==> config.mk <==
export PLATFORM = sky130hd
export DESIGN_NAME = native_split_timeout
export DESIGN_NICKNAME = d
export VERILOG_FILES = /design/src/rtl/native_split_timeout.sv
export SDC_FILE = /design/constraint.sdc
export NUM_CORES = 1
export LEC_CHECK = 0
export CAP_MARGIN = 20
export CORE_ASPECT_RATIO = 0.8
export CORE_MARGIN = 10
export CORE_UTILIZATION = 35
export CTS_CLUSTER_DIAMETER = 150
export DETAILED_ROUTE_END_ITERATION = 6
export PLACE_DENSITY = 0.8
export RECOVER_POWER = 100
export SYNTH_ARGS = -nofsm -noshare
export SYNTH_HDL_FRONTEND = slang
export SYNTH_SLANG_ARGS = --single-unit
==> constraint.sdc <==
create_clock -name clk -period 2.8 [get_ports clk]
set_clock_uncertainty 0.05 [all_clocks]
set_input_delay 0.42 -clock clk [delete_from_list [all_inputs] [get_ports clk]]
set_output_delay 0.42 -clock clk [all_outputs]
set_load 0.1 [all_outputs]
==> src/rtl/native_split_timeout.sv <==
// Routes native-bus transactions to one of N slaves by address MSBs. A watchdog
// completes any transaction a slave fails to finish with error data.
module native_split_timeout #(
    parameter int N_SLAVES   = 4,
    parameter int SEL_BITS   = 2,
    parameter int ADDR_WIDTH = 32,
    parameter int DATA_WIDTH = 32,
    parameter int STRB_WIDTH = DATA_WIDTH / 8,
    parameter int TIMEOUT    = 1024,
    parameter logic [DATA_WIDTH-1:0] ERR_DATA = 32'hDEADBEEF
) (
    input  logic                           clk,
    input  logic                           rst,
    input  logic                           s_valid,
    output logic                           s_ready,
    input  logic [ADDR_WIDTH-1:0]          s_addr,
    input  logic [DATA_WIDTH-1:0]          s_wdata,
    input  logic [STRB_WIDTH-1:0]          s_wstrb,
    output logic [DATA_WIDTH-1:0]          s_rdata,
    output logic [N_SLAVES-1:0]            m_valid,
    input  logic [N_SLAVES-1:0]            m_ready,
    output logic [ADDR_WIDTH-SEL_BITS-1:0] m_addr,
    output logic [DATA_WIDTH-1:0]          m_wdata,
    output logic [STRB_WIDTH-1:0]          m_wstrb,
    input  logic [N_SLAVES*DATA_WIDTH-1:0] m_rdata,
    input  logic                           err_clr,
    output logic                           err_timeout,
    output logic                           err_decode
);

    localparam logic [1:0] IDLE = 2'd0;
    localparam logic [1:0] BUSY = 2'd1;
    localparam logic [1:0] DERR = 2'd2;
    localparam logic [1:0] GAP  = 2'd3;

    localparam int CNT_W = (TIMEOUT > 2) ? $clog2(TIMEOUT) : 1;
    localparam logic [CNT_W-1:0] CNT_MAX = CNT_W'(TIMEOUT - 1);

    logic [1:0]            state;
    logic [SEL_BITS-1:0]   sel_reg;
    logic [CNT_W-1:0]      cnt;
    logic [SEL_BITS-1:0]   sel_in;
    logic                  sel_hit;
    logic                  sel_ready;
    logic [DATA_WIDTH-1:0] sel_rdata;
    logic                  timeout_hit;

    assign sel_in  = s_addr[ADDR_WIDTH-1 -: SEL_BITS];
    assign sel_hit = ({1'b0, sel_in} < (SEL_BITS + 1)'(N_SLAVES));

    // Only the routed slave's ready/rdata are visible; other slaves are ignored.
    always_comb begin
        m_valid   = '0;
        sel_ready = 1'b0;
        sel_rdata = '0;
        for (int i = 0; i < N_SLAVES; i++) begin
            if (state == BUSY && sel_reg == SEL_BITS'(i)) begin
                m_valid[i] = 1'b1;
                sel_ready  = m_ready[i];
                sel_rdata  = m_rdata[i*DATA_WIDTH +: DATA_WIDTH];
            end
        end
    end

    assign timeout_hit = (state == BUSY) && !sel_ready && (cnt == CNT_MAX);
    assign s_ready     = ((state == BUSY) && (sel_ready || timeout_hit)) || (state == DERR);

    always_comb begin
        s_rdata = '0;
        if (state == BUSY && sel_ready)
            s_rdata = sel_rdata;
        else if (timeout_hit || state == DERR)
            s_rdata = ERR_DATA;
    end

    always_ff @(posedge clk) begin
        if (rst) begin
            state       <= IDLE;
            sel_reg     <= '0;
            cnt         <= '0;
            m_addr      <= '0;
            m_wdata     <= '0;
            m_wstrb     <= '0;
            err_timeout <= 1'b0;
            err_decode  <= 1'b0;
        end else begin
            case (state)
                IDLE: begin
                    if (s_valid) begin
                        if (sel_hit) begin
                            state   <= BUSY;
                            sel_reg <= sel_in;
                            m_addr  <= s_addr[ADDR_WIDTH-SEL_BITS-1:0];
                            m_wdata <= s_wdata;
                            m_wstrb <= s_wstrb;
                            cnt     <= '0;
                        end else begin
                            state <= DERR;
                        end
                    end
                end
                BUSY: begin
                    if (s_ready)
                        state <= GAP;
                    else if (cnt != CNT_MAX)
                        cnt <= cnt + CNT_W'(1);
                end
                DERR:    state <= GAP;
                GAP:     state <= IDLE;
                default: state <= IDLE;
            endcase
            // A set event in the same cycle as err_clr keeps the flag high.
            err_timeout <= timeout_hit || (err_timeout && !err_clr);
            err_decode  <= (state == DERR) || (err_decode && !err_clr);
        end
    end

endmodule

---- Yosys cells after proc, flatten, opt, wreduce, memory -nomap -nowiden ----
Cells that the tools add are included.
cells by class
  bitwise logic cells ..................... 0
  $add $sub $neg .......................... 1
  equal/unequal tests ..................... 12
  order comparisons ....................... 0
  reductions and logical operators ........ 23
  shift-type cells ........................ 0
  divide/modulo/power cells ............... 0
  multiplexer cells ....................... 21
  multipliers ............................. 0
operator list
  cell                   number
  $mux 32                6
  $mux 10                3
  $pmux 10 s2            1
  $add 10x1->10 const B  1
  $eq 10x10->1 const B   1
  $logic_and 1x1->1      10
  $ne 10x10->1 const B   1
  $eq 2x2->1 const B     4
  $mux 1                 8
  $pmux 2 s4             1
  $ne 2x2->1 const B     3
  $logic_or 1x1->1       5
  $eq 2x1->1 const B     2
  $logic_not 2->1        2
  $mux 2                 2
  $reduce_and 2->1       2
  $reduce_and 4->1       1
  $logic_not 1->1        2
  $ne 2x1->1 const B     1
  $reduce_bool 2->1      1
storage, ports and cells
  memories ................................ 0
  bits of input ports ..................... 204
  RAM bits ................................ 0
  output and inout bits ................... 105
  latch bits .............................. 0
  ROM bits ................................ 0
  bits in registers ....................... 82

---- Logic depth before layout (Yosys ltp) ----
Gate-level depths: netlist of run 1.
  depth in word-level cells ............... 14
  mapped depth ............................ 8
  mapped depth without buffers ............ 6

---- Worst setup path before layout of run 1 ----
OpenSTA, ideal clock, no wires.
  path type ............................... flip-flop to output port
  start point ............................. reg state[1]
  end point ............................... out s_rdata[14]
  required time ........................... 2.330 ns
  stages on the path, launching flop included .. 7
  arrival ................................. 3.527 ns
  path buffers ............................ 2
  slack ................................... -1.197 ns
  cell sequence ........................... dfxtp_1 > inv_1 > ha_1 > clkbuf_1 > nand2_1 > clkbuf_1 > a211oi_1
between the ends
  cells in the longest elaborated chain, start to end .. 8
  elaborated cells between the ends (all ways) .. 15
ends and longest elaborated chain
  what                    RTL line  source
  from (decl)             39        logic [1:0] state;
  from (signal assigned)  78        state <= IDLE;
  from (signal assigned)  91        state <= BUSY;
  from (signal assigned)  98        state <= DERR;
  $eq 2x1->1 (*)          57, 70
  $logic_and 1x1->1       57        if (state == BUSY && sel_reg == SEL_BITS'(i)) begin
  $mux 1 (4 in a row)     57
  $logic_and 1x1->1       70        if (state == BUSY && sel_ready)
  $mux 32 (*)             70
  to (decl)               19        output logic [DATA_WIDTH-1:0] s_rdata,
Every way passes the cells marked *; elsewhere a longest branch is shown, timed or not.

---- Final worst setup path of run 1 ----
  start point ............................. reg state[1]
  end point ............................... out s_rdata[0]
between the ends
  cells in the longest elaborated chain, start to end .. 12
  elaborated cells between the ends (all ways) .. 21
ends and longest elaborated chain
  what                            RTL line    source
  $eq 2x1->1                      57, 65, 70
  $logic_and 1x1->1               57
  $mux 1 (4 in a row)             57
  $logic_not 1->1                 65          assign timeout_hit = (state == BUSY) && !sel_ready && (cnt == CNT_MAX);
  $logic_and 1x1->1 (2 in a row)  65
  $logic_or 1x1->1                72          else if (timeout_hit || state == DERR)
  $mux 32                         72
  $mux 32 (*)                     70
Marks and branches as above.

==> results of run 1 <==
==> worst max-delay path: stages (launching register included) <==
cell	delay [ns]
sky130_fd_sc_hd__dfxtp_1	0.34
sky130_fd_sc_hd__inv_1	0.09
sky130_fd_sc_hd__ha_2	0.25
sky130_fd_sc_hd__nand3_2	0.14
sky130_fd_sc_hd__nor4_4	0.36
sky130_fd_sc_hd__o21ai_2	0.15
sky130_fd_sc_hd__buf_12	0.19
sky130_fd_sc_hd__nand2_1	0.09
sky130_fd_sc_hd__buf_6	0.22
==> metal layers <==
layer	track usage [%]	vias to the layer above	wire [um]
met5	0	-	0
met4	6.56	0	450
met3	8.00	30	1650
met2	41.1	210	10800
met1	25.2	2308	7480
li1	-	2418	-
==> power by group through the flow <==
stage          Combinational [mW]  Clock (mW)  Sequential (mW)
2_1_floorplan                2.80           0             2.63
3_3_place_gp                 5.82           0             1.49
3_5_place_dp                 5.90           0             1.50
4_1_cts                      5.91        1.25             1.48
5_1_grt                      5.49        1.32             1.49
6_report                     5.27        1.23             1.47
==> stage by stage <==
| stage | util, % | std cells | setup slack (ns) | area [sq um] | power (mW) |
|---|---|---|---|---|---|
| 2_1_floorplan | - | 529 | -0.474 | 4370 | 5.43 |
| 3_3_place_gp | 67.1 | 953 | 0.205 | 7820 | 7.31 |
| 3_5_place_dp | 67.1 | 953 | 0.161 | 7820 | 7.40 |
| 4_1_cts | 69.9 | 969 | 0.0231 | 8140 | 8.63 |
| 5_1_grt | 64.9 | 970 | 0.0293 | 7560 | 8.30 |
| 6_report | 64.9 | 970 | 0.155 | 7560 | 7.97 |
==> layout by cell type, fill, tap and decap left out, drive strengths merged, types with 2 or more instances in the layout <==
cell type,synthesis,final
clkdlybuf4s50,0,202
nand2,195,195
clkbuf,36,87
dfxtp,82,82
a21oi,74,74
buf,8,41
mux4,25,25
a211oi,11,11
inv,8,10
nor2b,9,9
nor3,9,9
o22ai,8,8
nand4,8,8
a32o,7,7
nor2,6,6
ha,5,5
o21ai,4,4
nor4,4,4
clkinv,1,4
nand3,4,4
nor3b,3,3
and2,3,3
nand3b,2,2
or4,2,2
nand2b,2,2
o2111ai,2,2
o41ai,2,2
o31ai,2,2
==> repair_timing <==
item	CTS	global route
endpoints found under the setup margin	4	22
pin swaps	0	1
hold buffers	0	0
resized for setup	1	3
==> cell type report <==
type,count,share of cell area [%]
Antenna cell,1,0.0331
Clock buffer,10,3.16
Clock inverter,6,0.977
Inverter,9,0.447
Multi-Input combinational cell,394,33.4
Sequential cell,82,21.8
Tap cell,148,2.45
Timing Repair Buffer,320,37.8
==> path summary, 6_finish.rpt <==
path              startpoint          to  slack, ns
setup / recovery    state[1]  s_rdata[0]       0.15
hold / removal           rst  err_decode       0.32
setup reg to reg    state[1]      cnt[2]       0.57
hold reg to reg    m_addr[3]   m_addr[3]       0.40
==> cells by family after synthesis <==
group | count (synthesis) | synth area share (%)
AND/OR/NAND/NOR | 249 | 24.9
AO/OA/AOI/OAI | 113 | 15.9
flip-flops | 82 | 38.9
adder cells (fa/ha/maj) | 5 | 1.48
multiplexers | 27 | 13.9
buffers and inverters | 53 | 4.96
==> impl.org, run 1 <==
** CTS
- CTS built an H-tree with a depth of 3.
- Number of buffers inserted to repair setup after CTS :: 0
- Root buffer selected by CTS :: sky130_fd_sc_hd__clkbuf_16
- CTS saw 82 sinks.
- Buffers inserted during clock tree synthesis total 9.
- Clock latency on the worst-skew pair, taken at its later pin, is approximately 0.33 ns.
- Clock-pin slew reported for the worst setup and hold paths after clock tree synthesis :: approximately 0.06 ns
- CTS tree :: built
- The clock passes through at most 2 buffers.

** STA
- Setup violations remaining at the end of the flow were counted as 0.
- The tightest hold path in the finished design has a slack of around 0.32 ns.
- Setup repair after global routing left no endpoint under its margin.
- Static timing analysis puts the maximum clock frequency at roughly 0.38 GHz.
- In the final timing run, aggregate negative setup slack is 0 ns.
- Least-Margin Pin Slew :: around 1.3 ns
- Min Clock Period, post-route :: 2.65 ns
- The final-report max-slew violation count is 0.
- Slew HR :: ~14%
- Count of final hold-check violations :: 0
- Tcrit/Tclk final :: between 90 and 100%

** Synthesis
- Number of library cell types mapped by synthesis :: 37
- The average instance in the mapped netlist occupies 7.97 sq um.
- Of all flip-flops after synthesis, the portion carrying an async set or reset was 0%.
- Ys Warns :: 0
- Synthesis produced a netlist whose cell count is between 500 and 600.
- The mapped netlist covers ~0.0042 sq mm.
- Syn_nets :: roughly 740
- Among all flip-flop cells after synthesis, the most frequent one is sky130_fd_sc_hd__dfxtp_1.
- sky130_fd_sc_hd__nand2_1 is the most common cell in the netlist.
- By count the netlist is led by sky130_fd_sc_hd__nand2_1, sky130_fd_sc_hd__dfxtp_1, sky130_fd_sc_hd__a21oi_1, sky130_fd_sc_hd__clkbuf_1, sky130_fd_sc_hd__mux4_2.
- The share of synthesized area in the top cell type comes to 38.9%.
- After synthesis, flip-flops and latches occupy 38.9% of the total area.
- Counting flops with a built-in enable in the synthesized netlist gives 0.
- Synthesis inferred just over 80 register bits.
- Ranking of synthesized cells by area :: sky130_fd_sc_hd__dfxtp_1, sky130_fd_sc_hd__nand2_1, sky130_fd_sc_hd__mux4_2
- The biggest area contributor in the post-synthesis netlist is sky130_fd_sc_hd__dfxtp_1.

** Detailed routing
- Dividing the detail-routed wire length by the instance count gives approximately 21 um.
- DRC errors left :: 0
- Wires add up to between 20000 and 25000 um.
- The first detailed-routing pass ran for 7 iterations.
- Number of antenna-violating nets in the routed design :: 0
- Using the TritonRoute via totals, the vias-per-cell ratio works out to 5.12.
- Detailed Route Iter0 Violations :: approximately 370
- Across all layers, the routed design uses 4966 vias.

** Placed design
- Once detailed placement completed, the half-perimeter wirelength came to around 17000 um.
- At the end of routability-driven placement, the weighted congestion stood at between 0.9 and 1.
- During placement, the flow inserted port buffers numbering between 300 and 400.

** Global routing
- Antenna violations before repair :: 1
- Maximum number of pins on one net before global-route repair :: 63
- Overall track demand over capacity in global routing :: a little under a quarter
- Number of global-route vias before repair :: 5080
- Global-route wire length before repair :: 30300 um
- After global routing the overflow that remains totals 0.

** Setup path
- For the worst flop-to-flop path, the logic depth is 7.
- The worst setup path is captured at a primary output.
- Maximum fanout along the worst path :: 22
- The critical path is of the reg2out type.
- Required @ worst endpoint :: ~2.3 ns
- Data on the critical path arrives at its endpoint at around 2.2 ns.
- Type of element launching the critical path :: flop

** Final layout
- At the end of the flow, the number of nets in the layout was 1025.
- m_wdata holds more flip-flops than any other register.
- The area growth from synthesis to layout is 79.2%.
- # fillers :: slightly above 1000
- The register with the most flip-flops in the layout has 32 of them.
- The largest registers in the layout are m_wdata (32), m_addr (30), cnt (10).
- Cells with a size suffix above 1 make up about 15% of the layout.
- In the final layout, flip-flops and latches occupy 0.00164 sq mm.
- In the final layout, the multi-input gates occupy 0.00252 sq mm.

** Die
- Total Die Area :: about 0.017 sq mm
- Width of the chip :: 143 um
- Chip height :: around 120 um
- Area of the core :: about 0.012 sq mm
- For this configuration, the core starts out at a cell density of 36.2%.
- The floorplan has 35 rows.
- IO Count :: about 310

** Power
- Switching share of total power :: between 50% and 60%
- Power Internal :: about 3.4 mW
- The share of total power dissipated in combinational logic is approximately two thirds.
- In this run the static leakage power is roughly 2.8 nW.
- Largest voltage drop on the vdd net :: roughly 0.64 mV
- Sequential cells account for a little under a fifth of the total power.
- Power per unit of standard cell area :: around 1100 mW/mm^2
- Sw power :: between 4 and 5 mW
- Of the total power, the clock network draws 15.4%.

** Hold path
- Hold path cells :: 2
- The tightest min-delay check is of the in2reg type.

** Job
- Max-cap check violation count :: 0

** Outcome
- Run status :: complete, no violations
No activity file was read; power rests on OpenSTA's default activity.
==> inputs of run 2 (changes only) <==
--- a/config.mk
+++ b/config.mk
@@ -5,10 +5,11 @@
 export SDC_FILE = /design/constraint.sdc
 export NUM_CORES = 1
 export LEC_CHECK = 0
+export ABC_AREA = 1
 export CAP_MARGIN = 20
 export CORE_ASPECT_RATIO = 0.8
 export CORE_MARGIN = 10
-export CORE_UTILIZATION = 35
+export CORE_UTILIZATION = 36
 export CTS_CLUSTER_DIAMETER = 150
 export DETAILED_ROUTE_END_ITERATION = 6
 export PLACE_DENSITY = 0.8
==> run 2 against run 1 <==
Global-route usage shrank 0.25 points. Sequential share of layout area decreased by 0.55 points. Final cell count up 14%. Die area grew 1.7%. First-iteration DRC count is 9.4% lower. Worst hold slack better by 0.090 ns. Synthesized cell count increased by 24%. Critical path depth did not move. Final area increased by 2.7%. Setup slack got worse by 0.038 ns. Largest power group unchanged. Highest routed layer unchanged.
==> impl.org, run 2 <==
** Setup path
- Required @ worst endpoint :: 2.33 ns (about the same)
- The count of cell instances traversed by the critical path was 8 (unchanged).
- The total buffers and inverters traversed by the critical path is 3 (unchanged).
- The delay of the slowest cell on the worst path is 0.37 ns (was 0.36 ns).
- The kind of end point of the critical path is a primary output (unchanged).
- Top Family by Delay on Critical Path :: buffers and inverters (was simple AND/OR/NAND/NOR gates)
- Cell-by-cell listing of the critical path :: inv_2 > ha_4 > nand3_4 > nor2_1 > nor2_4 > buf_12 > a311oi_2 > clkbuf_4 (was inv_1 > ha_2 > nand3_2 > nor4_4 > o21ai_2 > buf_12 > nand2_1 > buf_6)
- The arrival time at the worst endpoint came to 2.21 ns (was 2.18 ns).
- The largest driver fanout on the critical path was 15 (was 22).
- The standard cell with the maximum stage delay on the critical path was sky130_fd_sc_hd__clkbuf_4 (was sky130_fd_sc_hd__nor4_4).
- Type of element launching the critical path :: flop (unchanged)
- The path type of the worst setup path is reg2out (unchanged).
- Logic depth of the worst register-to-register path :: 13 (was 7)

** Detailed routing
- Average via count per standard cell :: 5.00 (was 5.12)
- The per-cell routed wire length is 18.8 um (was 21.1 um).
- Detailed Route Iter0 Violations :: 336 (was 371)
- DRC errors left :: 0 (unchanged)
- Number of antenna-violating nets in the routed design :: 0 (unchanged)
- Total Routed Length :: 20700 um (was 20400 um)
- The via count is 5522 (was 4966).
- The iteration count of the initial detailed-routing pass came to 5 (was 7).

** CTS
- Deepest level of the CTS H-tree :: 3 (unchanged)
- The clock-pin slew on the worst setup and hold paths is 0.06 ns (about the same).
- The clock tree from TritonCTS is built (unchanged).
- The number of CTS-inserted buffers is 9 (unchanged).
- CTS Hold Bufs :: 0 (unchanged)
- Sink Count :: 82 (unchanged)
- Clock insertion delay at the later pin of the skew report :: 0.33 ns (about the same)
- The CTS root buffer is sky130_fd_sc_hd__clkbuf_16 (unchanged).
- Deepest clock path buffer count :: 2 (unchanged)

** Placed design
- The global placer's final weighted congestion was 0.893 (was 0.945).
- HPWL after DPL :: 16500 um (was 16800 um)
- Number of buffer cells added on primary ports :: 308 (unchanged)

** Die
- IO Count :: 309 (unchanged)
- The effective utilization at floorplan was 36.5% (was 36.2%).
- Area of the core :: 0.0121 sq mm (was 0.0116 sq mm)
- The cell row count came to 36 (was 35).
- Total Die Area :: 0.0172 sq mm (was 0.0169 sq mm)
- Chip height :: 119 um (was 118 um)
- The die span in x was 144 um (was 143 um).

** STA
- The total negative setup slack is 0 ns (unchanged).
- Fin Hold WS :: 0.413 ns (was 0.323 ns)
- Peak Freq :: 0.373 GHz (was 0.378 GHz)
- The measured slew at the worst slew-check pin is 1.26 ns (was 1.29 ns).
- Setup repair after global routing missed its margin: no (unchanged).
- The number of endpoints with negative hold slack in the final report came to 0 (unchanged).
- Count of final max-slew check failures :: 0 (unchanged)
- The number of endpoints failing setup at the final stage was 0 (unchanged).
- Slew HR :: 16.7% (was 14.1%)
- The final critical-path share of the clock period came to 95.8% (was 94.5%).
- Min Clock Period, post-route :: 2.68 ns (was 2.65 ns)

** Synthesis
- Sequential cell area fraction in the yosys report :: 37.1% (was 38.9%)
- Largest area contributor in the synthesized netlist :: sky130_fd_sc_hd__dfxtp_1 (unchanged)
- The library cell with the highest instance count after synthesis is sky130_fd_sc_hd__nor2_1 (was sky130_fd_sc_hd__nand2_1).
- The number of synthesized register bits was 82 (unchanged).
- Number of library cell types mapped by synthesis :: 30 (was 37)
- The async set-reset flop share out of synthesis is 0% (unchanged).
- The area share of the largest cell type after synthesis was 37.1% (was 38.9%).
- Syn_nets :: 865 (was 738)
- The area of the mapped netlist came to 0.00442 sq mm (was 0.00422 sq mm).
- The gate count after technology mapping is 656 (was 529).
- Average cell area after synthesis :: 6.74 sq um (was 7.97 sq um)
- Dominant synthesized flop cell :: sky130_fd_sc_hd__dfxtp_1 (unchanged)
- Number of flops mapped to enable cells by yosys :: 0 (unchanged)
- Ys Warns :: 0 (unchanged)
- Ranking of synthesized cells by area :: sky130_fd_sc_hd__dfxtp_1, sky130_fd_sc_hd__nor2_1, sky130_fd_sc_hd__nand2_1 (was sky130_fd_sc_hd__dfxtp_1, sky130_fd_sc_hd__nand2_1, sky130_fd_sc_hd__mux4_2)
- Ranking of synthesized cells by instance count :: sky130_fd_sc_hd__nor2_1, sky130_fd_sc_hd__nand2_1, sky130_fd_sc_hd__o21ai_0, sky130_fd_sc_hd__dfxtp_1, sky130_fd_sc_hd__nand3_1 (was sky130_fd_sc_hd__nand2_1, sky130_fd_sc_hd__dfxtp_1, sky130_fd_sc_hd__a21oi_1, sky130_fd_sc_hd__clkbuf_1, sky130_fd_sc_hd__mux4_2)

** Job
- Max-cap check violation count :: 0 (unchanged)

** Hold path
- The number of cells on the worst hold path was 2 (unchanged).
- The class of the tightest hold or removal check is reg2reg (was in2reg).

** Final layout
- Biggest registers after layout :: m_wdata (32), m_addr (30), cnt (10) (unchanged)
- The most frequent standard cell in the layout excluding fill and tap cells is sky130_fd_sc_hd__clkdlybuf4s50_1 (unchanged).
- Top register by number of flip-flops :: m_wdata (unchanged)
- Number of flip-flops in the largest register :: 32 (unchanged)
- Antenna fix cells :: 0 (was 1)
- The layout-stage area growth over the synthesis result is 75.5% (was 79.2%).
- End-of-flow core utilization :: 64.1% (was 64.9%)
- Share of cells above drive strength 1 :: 13.3% (was 15.3%)
- Most frequent cells in the layout :: sky130_fd_sc_hd__clkdlybuf4s50_1, sky130_fd_sc_hd__nor2_1, sky130_fd_sc_hd__nand2_1 (was sky130_fd_sc_hd__clkdlybuf4s50_1, sky130_fd_sc_hd__nand2_1, sky130_fd_sc_hd__dfxtp_1)
- Total number of nets in the final design :: 1156 (was 1025)

** Global routing
- Maximum number of pins on one net before global-route repair :: 71 (was 63)
- The final global-route overflow total is 0 (unchanged).
- The initial antenna violation count came to 0 (was 1).
- The number of global-route vias before repair is 5386 (was 5080).
- The global-route wire length before repair came to 31200 um (was 30300 um).
- The overall global routing resource usage is 22.8% (was 23.0%).

** Power
- Largest voltage drop on the vdd net :: 0.676 mV (was 0.636 mV)
- Standby leakage power :: 3.10 nW (was 2.83 nW)
- Power per unit of standard cell area :: 1140 mW/mm^2 (was 1050 mW/mm^2)

** Outcome
- Run status :: complete, no violations (unchanged)
==> run 2: cell count changes after synthesis, moves of 13 or more <==
cell                       previous run  this run
sky130_fd_sc_hd__nand2_1            195       124
sky130_fd_sc_hd__clkbuf_1            36        20
sky130_fd_sc_hd__buf_2                2        15
sky130_fd_sc_hd__a21oi_1             74        21
sky130_fd_sc_hd__nor2_1               6       159
sky130_fd_sc_hd__o21ai_0              3        91
sky130_fd_sc_hd__nand3_1              4        22
sky130_fd_sc_hd__mux4_2              25         0
sky130_fd_sc_hd__o21ai_1              1        14
==> run 2: metal layers <==
layer	global-route usage [%]	up-vias	wire length [um]
met1	25.8	2496	7870
met4	5.03	0	322
li1	-	2757	-
met2	39.0	250	9940
met3	9.53	19	2600
met5	0	-	0
==> run 2: worst register-to-register path, cell delays in order (launching register included) <==
cell                       delay [ns]
sky130_fd_sc_hd__dfxtp_2         0.36
sky130_fd_sc_hd__inv_2           0.06
sky130_fd_sc_hd__ha_4            0.18
sky130_fd_sc_hd__buf_12          0.15
sky130_fd_sc_hd__nand4_1         0.09
sky130_fd_sc_hd__nand3_1         0.14
sky130_fd_sc_hd__nor2_4          0.17
sky130_fd_sc_hd__buf_6           0.27
sky130_fd_sc_hd__nand2_1         0.08
sky130_fd_sc_hd__nand2_1         0.07
sky130_fd_sc_hd__clkbuf_2        0.38
sky130_fd_sc_hd__nand3_1         0.15
sky130_fd_sc_hd__nand2_1         0.09
sky130_fd_sc_hd__nor2_1          0.04
==> run 2: where the power goes <==
group	leakage [nW]	switching [mW]	internal, mW
sequential	0.678	0.235	1.48
clock	0.150	0.483	0.724
combinational	2.27	4.55	1.38
==> run 2: layout make-up <==
cell class,instances,area [sq um]
timing repair buffer,327,2930
clock buffer,10,239
multi-input combinational,504,2580
sequential,82,1650
fill,1146,4350
clock inverter,6,72.6
tap,152,190
inverter,23,103
==> run 2: logic make-up after synthesis <==
logic type      share of synthesized area (%)
fa+ha+maj                                1.41
simple gates                             35.1
compound gates                           18.6
buf+inv                                  7.72
flops                                    37.1
==> run 2: final timing paths <==
check / start / to / slack (ns)
max: state[1] / s_rdata[8] / 0.12
min: err_decode / err_decode / 0.41
max reg2reg: state[1] / cnt[1] / 0.42
min reg2reg: err_decode / err_decode / 0.41
==> run 2: per-stage QoR <==
step | area [sq um] | worst slack, ns | cells | power (mW)
2_1_floorplan | 4560 | -0.331 | 656 | 6.27
4_1_cts | 8350 | 0.0380 | 1104 | 9.55
3_5_place_dp | 7960 | 0.187 | 1086 | 8.26
6_report | 7760 | 0.117 | 1104 | 8.86
3_3_place_gp | 7960 | 0.246 | 1086 | 8.21
5_1_grt | 7760 | 0.00112 | 1104 | 9.29
==> run 2: repair_timing <==
item                                    CTS  global route
buffers inserted                          2             0
endpoints found under the hold margin     0             0
gates resized for setup                  14             7
endpoints found under the setup margin   32            32
pin swaps                                 5             2
==> inputs of run 3 (changes only) <==
--- a/config.mk
+++ b/config.mk
@@ -9,10 +9,10 @@
 export CAP_MARGIN = 20
 export CORE_ASPECT_RATIO = 0.8
 export CORE_MARGIN = 10
-export CORE_UTILIZATION = 36
+export CORE_UTILIZATION = 35
 export CTS_CLUSTER_DIAMETER = 150
 export DETAILED_ROUTE_END_ITERATION = 6
-export PLACE_DENSITY = 0.8
+export PLACE_DENSITY = 0.78
 export RECOVER_POWER = 100
 export SYNTH_ARGS = -nofsm -noshare
 export SYNTH_HDL_FRONTEND = slang
==> constraint.sdc (replaced) <==
create_clock -name clk -period 2.95 [get_ports clk]
set_clock_uncertainty 0.05 [all_clocks]
set_input_delay 0.4425 -clock clk [delete_from_list [all_inputs] [get_ports clk]]
set_output_delay 0.4425 -clock clk [all_outputs]
set_load 0.1 [all_outputs]
==> run 3 against run 2 <==
Worst hold slack better by 0.0026 ns. Flip-flop and latch count stayed put. Final cell count is 1.6% higher. Global-route usage is 0.78 points lower. Wire length is 1.6% lower. Critical path type unchanged. Total power is 6.0% lower. Via count is 1.1% lower. Count of clock-buffer cells in the layout stayed put. Largest power group unchanged. Clock power hardly changed. Core utilization is 1.4 points lower. Setup slack better by 0.046 ns.
==> impl.org, run 3 (synthesis gave the netlist of run 2 again) <==
** Outcome
- Run status: complete, no violations (unchanged).

** Die
- IO Count :: 309 (unchanged)
- Chip height :: 121 um (was 119 um)
- Total Die Area :: 0.0176 sq mm (was 0.0172 sq mm)
- The cell row count is 36 (unchanged).
- The die span in x was 146 um (was 144 um).
- Area of the core :: 0.0123 sq mm (was 0.0121 sq mm)
- Initial core utilization :: 36.0% (was 36.5%)

** Setup path
- Maximum fanout along the worst path :: 13 (was 15)
- Capture instance of the worst register-to-register path :: cnt[2] (was cnt[1])
- The worst path required time is 2.46 ns (was 2.33 ns).
- CP peak stage delay :: 0.34 ns (was 0.37 ns)
- The standard cell with the maximum stage delay on the critical path was sky130_fd_sc_hd__dfxtp_1 (was sky130_fd_sc_hd__clkbuf_4).
- The critical path launch point was state[1] (unchanged).
- The kind of end point of the critical path was a primary output (unchanged).
- The total buffers and inverters traversed by the critical path is 4 (was 3).
- Type of element launching the critical path :: flop (unchanged)
- Reg-to-reg slack, setup :: 0.64 ns (was 0.42 ns)
- The path type of the worst setup path is reg2out (unchanged).
- Top Family by Delay on Critical Path :: buffers and inverters (unchanged)
- The arrival time at the worst endpoint is 2.30 ns (was 2.21 ns).
- The launch instance of the worst register-to-register path is state[1] (unchanged).
- Cell-by-cell listing of the critical path: inv_1 > ha_4 > nand3_1 > nor2_1 > nor2_4 > buf_4 > inv_1 > nand2_1 > nand2_1 > buf_6 (was inv_2 > ha_4 > nand3_4 > nor2_1 > nor2_4 > buf_12 > a311oi_2 > clkbuf_4).
- The cell count of the worst reg-to-reg path came to 12 (was 13).

** STA
- The measured slew at the worst slew-check pin came to 1.30 ns (was 1.26 ns).
- The tightest hold margin was 0.416 ns (was 0.413 ns).
- Min Clock Period, post-route :: around 2.8 ns
- Count of final hold-check violations :: 0 (unchanged)
- Setup repair after global routing missed its margin :: no (unchanged)
- The relative slew slack came to 13.7% (was 16.7%).
- Tcrit/Tclk final :: about 95%
- Final WS setup :: 0.162 ns (was 0.117 ns)
- Peak Freq :: 0.359 GHz
- Final setup violating endpoints :: 0 (unchanged)
- Final-layout setup total negative slack :: 0 ns (unchanged)
- Count of final max-slew check failures :: 0 (unchanged)

** Final layout
- Biggest registers after layout: m_wdata (32), m_addr (30), cnt (10) (unchanged).
- Synth-to-Final Area Change :: 74.2% (was 75.5%)
- Total number of nets in the final design :: 1155 (was 1156)
- The layout filler cell count was 1151 (was 1146).
- End-of-flow core utilization :: 62.7% (was 64.1%)
- Most common library cell in the layout ignoring fill and taps :: sky130_fd_sc_hd__clkdlybuf4s50_1 (unchanged)
- Total non-filler cell area in the finished layout :: 0.00771 sq mm (was 0.00776 sq mm)
- The top register by number of flip-flops is m_wdata (unchanged).
- The footprint of the multi-input gates is 0.00252 sq mm (was 0.00258 sq mm).
- The number of flip-flops in the largest register was 32 (unchanged).
- The number of diodes is 0 (unchanged).
- Sequential cell area in the final layout :: 0.00164 sq mm (was 0.00165 sq mm)
- The non-filler instance count after layout came to 1122 (was 1104).
- Most frequent cells in the layout: sky130_fd_sc_hd__clkdlybuf4s50_1, sky130_fd_sc_hd__nor2_1, sky130_fd_sc_hd__nand2_1 (unchanged).
- Share of cells above drive strength 1 :: 12.4% (was 13.3%)

** CTS
- The CTS root buffer was sky130_fd_sc_hd__clkbuf_16 (unchanged).
- CTS Hold Bufs :: 0 (unchanged)
- Sink Count :: 82 (unchanged)
- Deepest level of the CTS H-tree :: 3 (unchanged)
- The clock latency on the worst-skew pair is 0.33 ns (about the same).
- Deepest clock path buffer count :: 2 (unchanged)
- CTS tree :: built (unchanged)
- The clock-pin slew on the worst setup and hold paths is 0.06 ns (about the same).
- Total CTS buffers :: 9 (unchanged)

** Global routing
- Number of global-route vias before repair :: 5239 (was 5386)
- The largest net degree at the start of global routing is 71 (unchanged).
- The initial antenna violation count is 0 (unchanged).
- The final global-route overflow total is 0 (unchanged).
- The overall global routing resource usage was 22.0% (was 22.8%).
- Global-route wire length before repair :: 31000 um (was 31200 um)

** Detailed routing
- The via count was 5460 (was 5522).
- Detailed Route Iter0 Violations :: 313 (was 336)
- The wire length reported by the detailed router was 20400 um (was 20700 um).
- Average wire per standard cell :: 18.2 um (was 18.8 um)
- DRC errors left :: 0 (unchanged)
- The iteration count of the initial detailed-routing pass is 4 (was 5).
- The number of nets with antenna violations after routing is 0 (unchanged).
- The post-detailed-route via-to-cell ratio is 4.87 (was 5.00).

** Power
- Power after layout :: 8.33 mW (was 8.86 mW)
- Largest voltage drop on the vdd net :: 0.722 mV (was 0.676 mV)
- Power per unit of standard cell area :: 1080 mW/mm^2 (was 1140 mW/mm^2)
- The leakage dissipation is 3.09 nW (was 3.10 nW).

** Placed design
- The count of input and output buffers was 308 (unchanged).
- The number of placed instances, taps included came to 1104 (was 1086).
- Pre-CTS worst setup slack :: 0.157 ns (was 0.187 ns)
- The standard cell area after detailed placement is 0.00793 sq mm (was 0.00796 sq mm).
- Weighted congestion at the end of routability-driven global placement :: 0.932 (was 0.893)
- HPWL after DPL :: 16200 um (was 16500 um)

** Hold path
- Min-Delay Endpoint :: err_decode (unchanged)
- Beginning of the worst hold path :: err_decode (unchanged)
- Hold path cells :: 2 (unchanged)
- Hold Path Class :: reg2reg (unchanged)

** Job
- The count of maximum capacitance violations is 0 (unchanged).
## run 3: cell count changes in the layout (fill, tap and decap cells not counted), moves of 3 or more
cell,before,now
sky130_fd_sc_hd__buf_4,20,23
sky130_fd_sc_hd__dfxtp_2,4,0
sky130_fd_sc_hd__o21ai_2,13,17
sky130_fd_sc_hd__dfxtp_1,78,82
sky130_fd_sc_hd__o21ai_1,10,6
sky130_fd_sc_hd__nand3_1,27,30
sky130_fd_sc_hd__buf_6,15,12
## run 3: worst max-delay path by stage
stage / to / slack [ns] / depth (start not counted)
after floorplan: s_rdata[27] / -0.40 / 10
after global placement: s_rdata[23] / 0.22 / 10
after detailed placement: s_rdata[15] / 0.16 / 10
after CTS: s_rdata[20] / 0.005 / 8
after global routing: s_rdata[24] / 0.02 / 7
final: s_rdata[12] / 0.16 / 10
## run 3: cell type report
class                      count  area share [%]
inverter                      23            1.17
clock inverter                 6            1.27
tap                          171            2.78
multi-input combinational    504            32.7
timing repair buffer         326            37.8
sequential                    82            21.3
clock buffer                  10            2.97
## run 3: routing by layer
layer / GRT usage, % / wire length [um] / up-vias
li1: - / - / 2763
met1: 25.1 / 8080 / 2450
met2: 38.1 / 9960 / 234
met3: 8.80 / 2180 / 13
met4: 5.23 / 192 / 0
met5: 0 / 0 / -
## run 3: where the power goes
group / total (mW) / switching, mW / leakage [nW] / internal [mW]
combinational: 5.51 / 4.27 / 2.25 / 1.24
clock: 1.21 / 0.458 / 0.160 / 0.755
sequential: 1.62 / 0.211 / 0.677 / 1.41
total: 8.33 / 4.93 / 3.09 / 3.40
## run 3: what timing repair did
item                                    4_1_cts  5_1_grt
buffers inserted                              2        0
pin swaps                                     1        0
endpoints found under the setup margin       31       29
resized for setup                             1        5
## run 3: worst register-to-register path, cell delays in order (launching register included)
cell and delay [ns]:
sky130_fd_sc_hd__dfxtp_1 0.37, sky130_fd_sc_hd__inv_1 0.11, sky130_fd_sc_hd__ha_4 0.23, sky130_fd_sc_hd__nand3_1 0.16, sky130_fd_sc_hd__nor2_1 0.09, sky130_fd_sc_hd__nor2_4 0.15
sky130_fd_sc_hd__buf_4 0.30, sky130_fd_sc_hd__nand2_1 0.08, sky130_fd_sc_hd__nand2_1 0.06, sky130_fd_sc_hd__clkbuf_2 0.35, sky130_fd_sc_hd__nand3_1 0.13, sky130_fd_sc_hd__nand2_1 0.08
sky130_fd_sc_hd__nor2_1 0.04
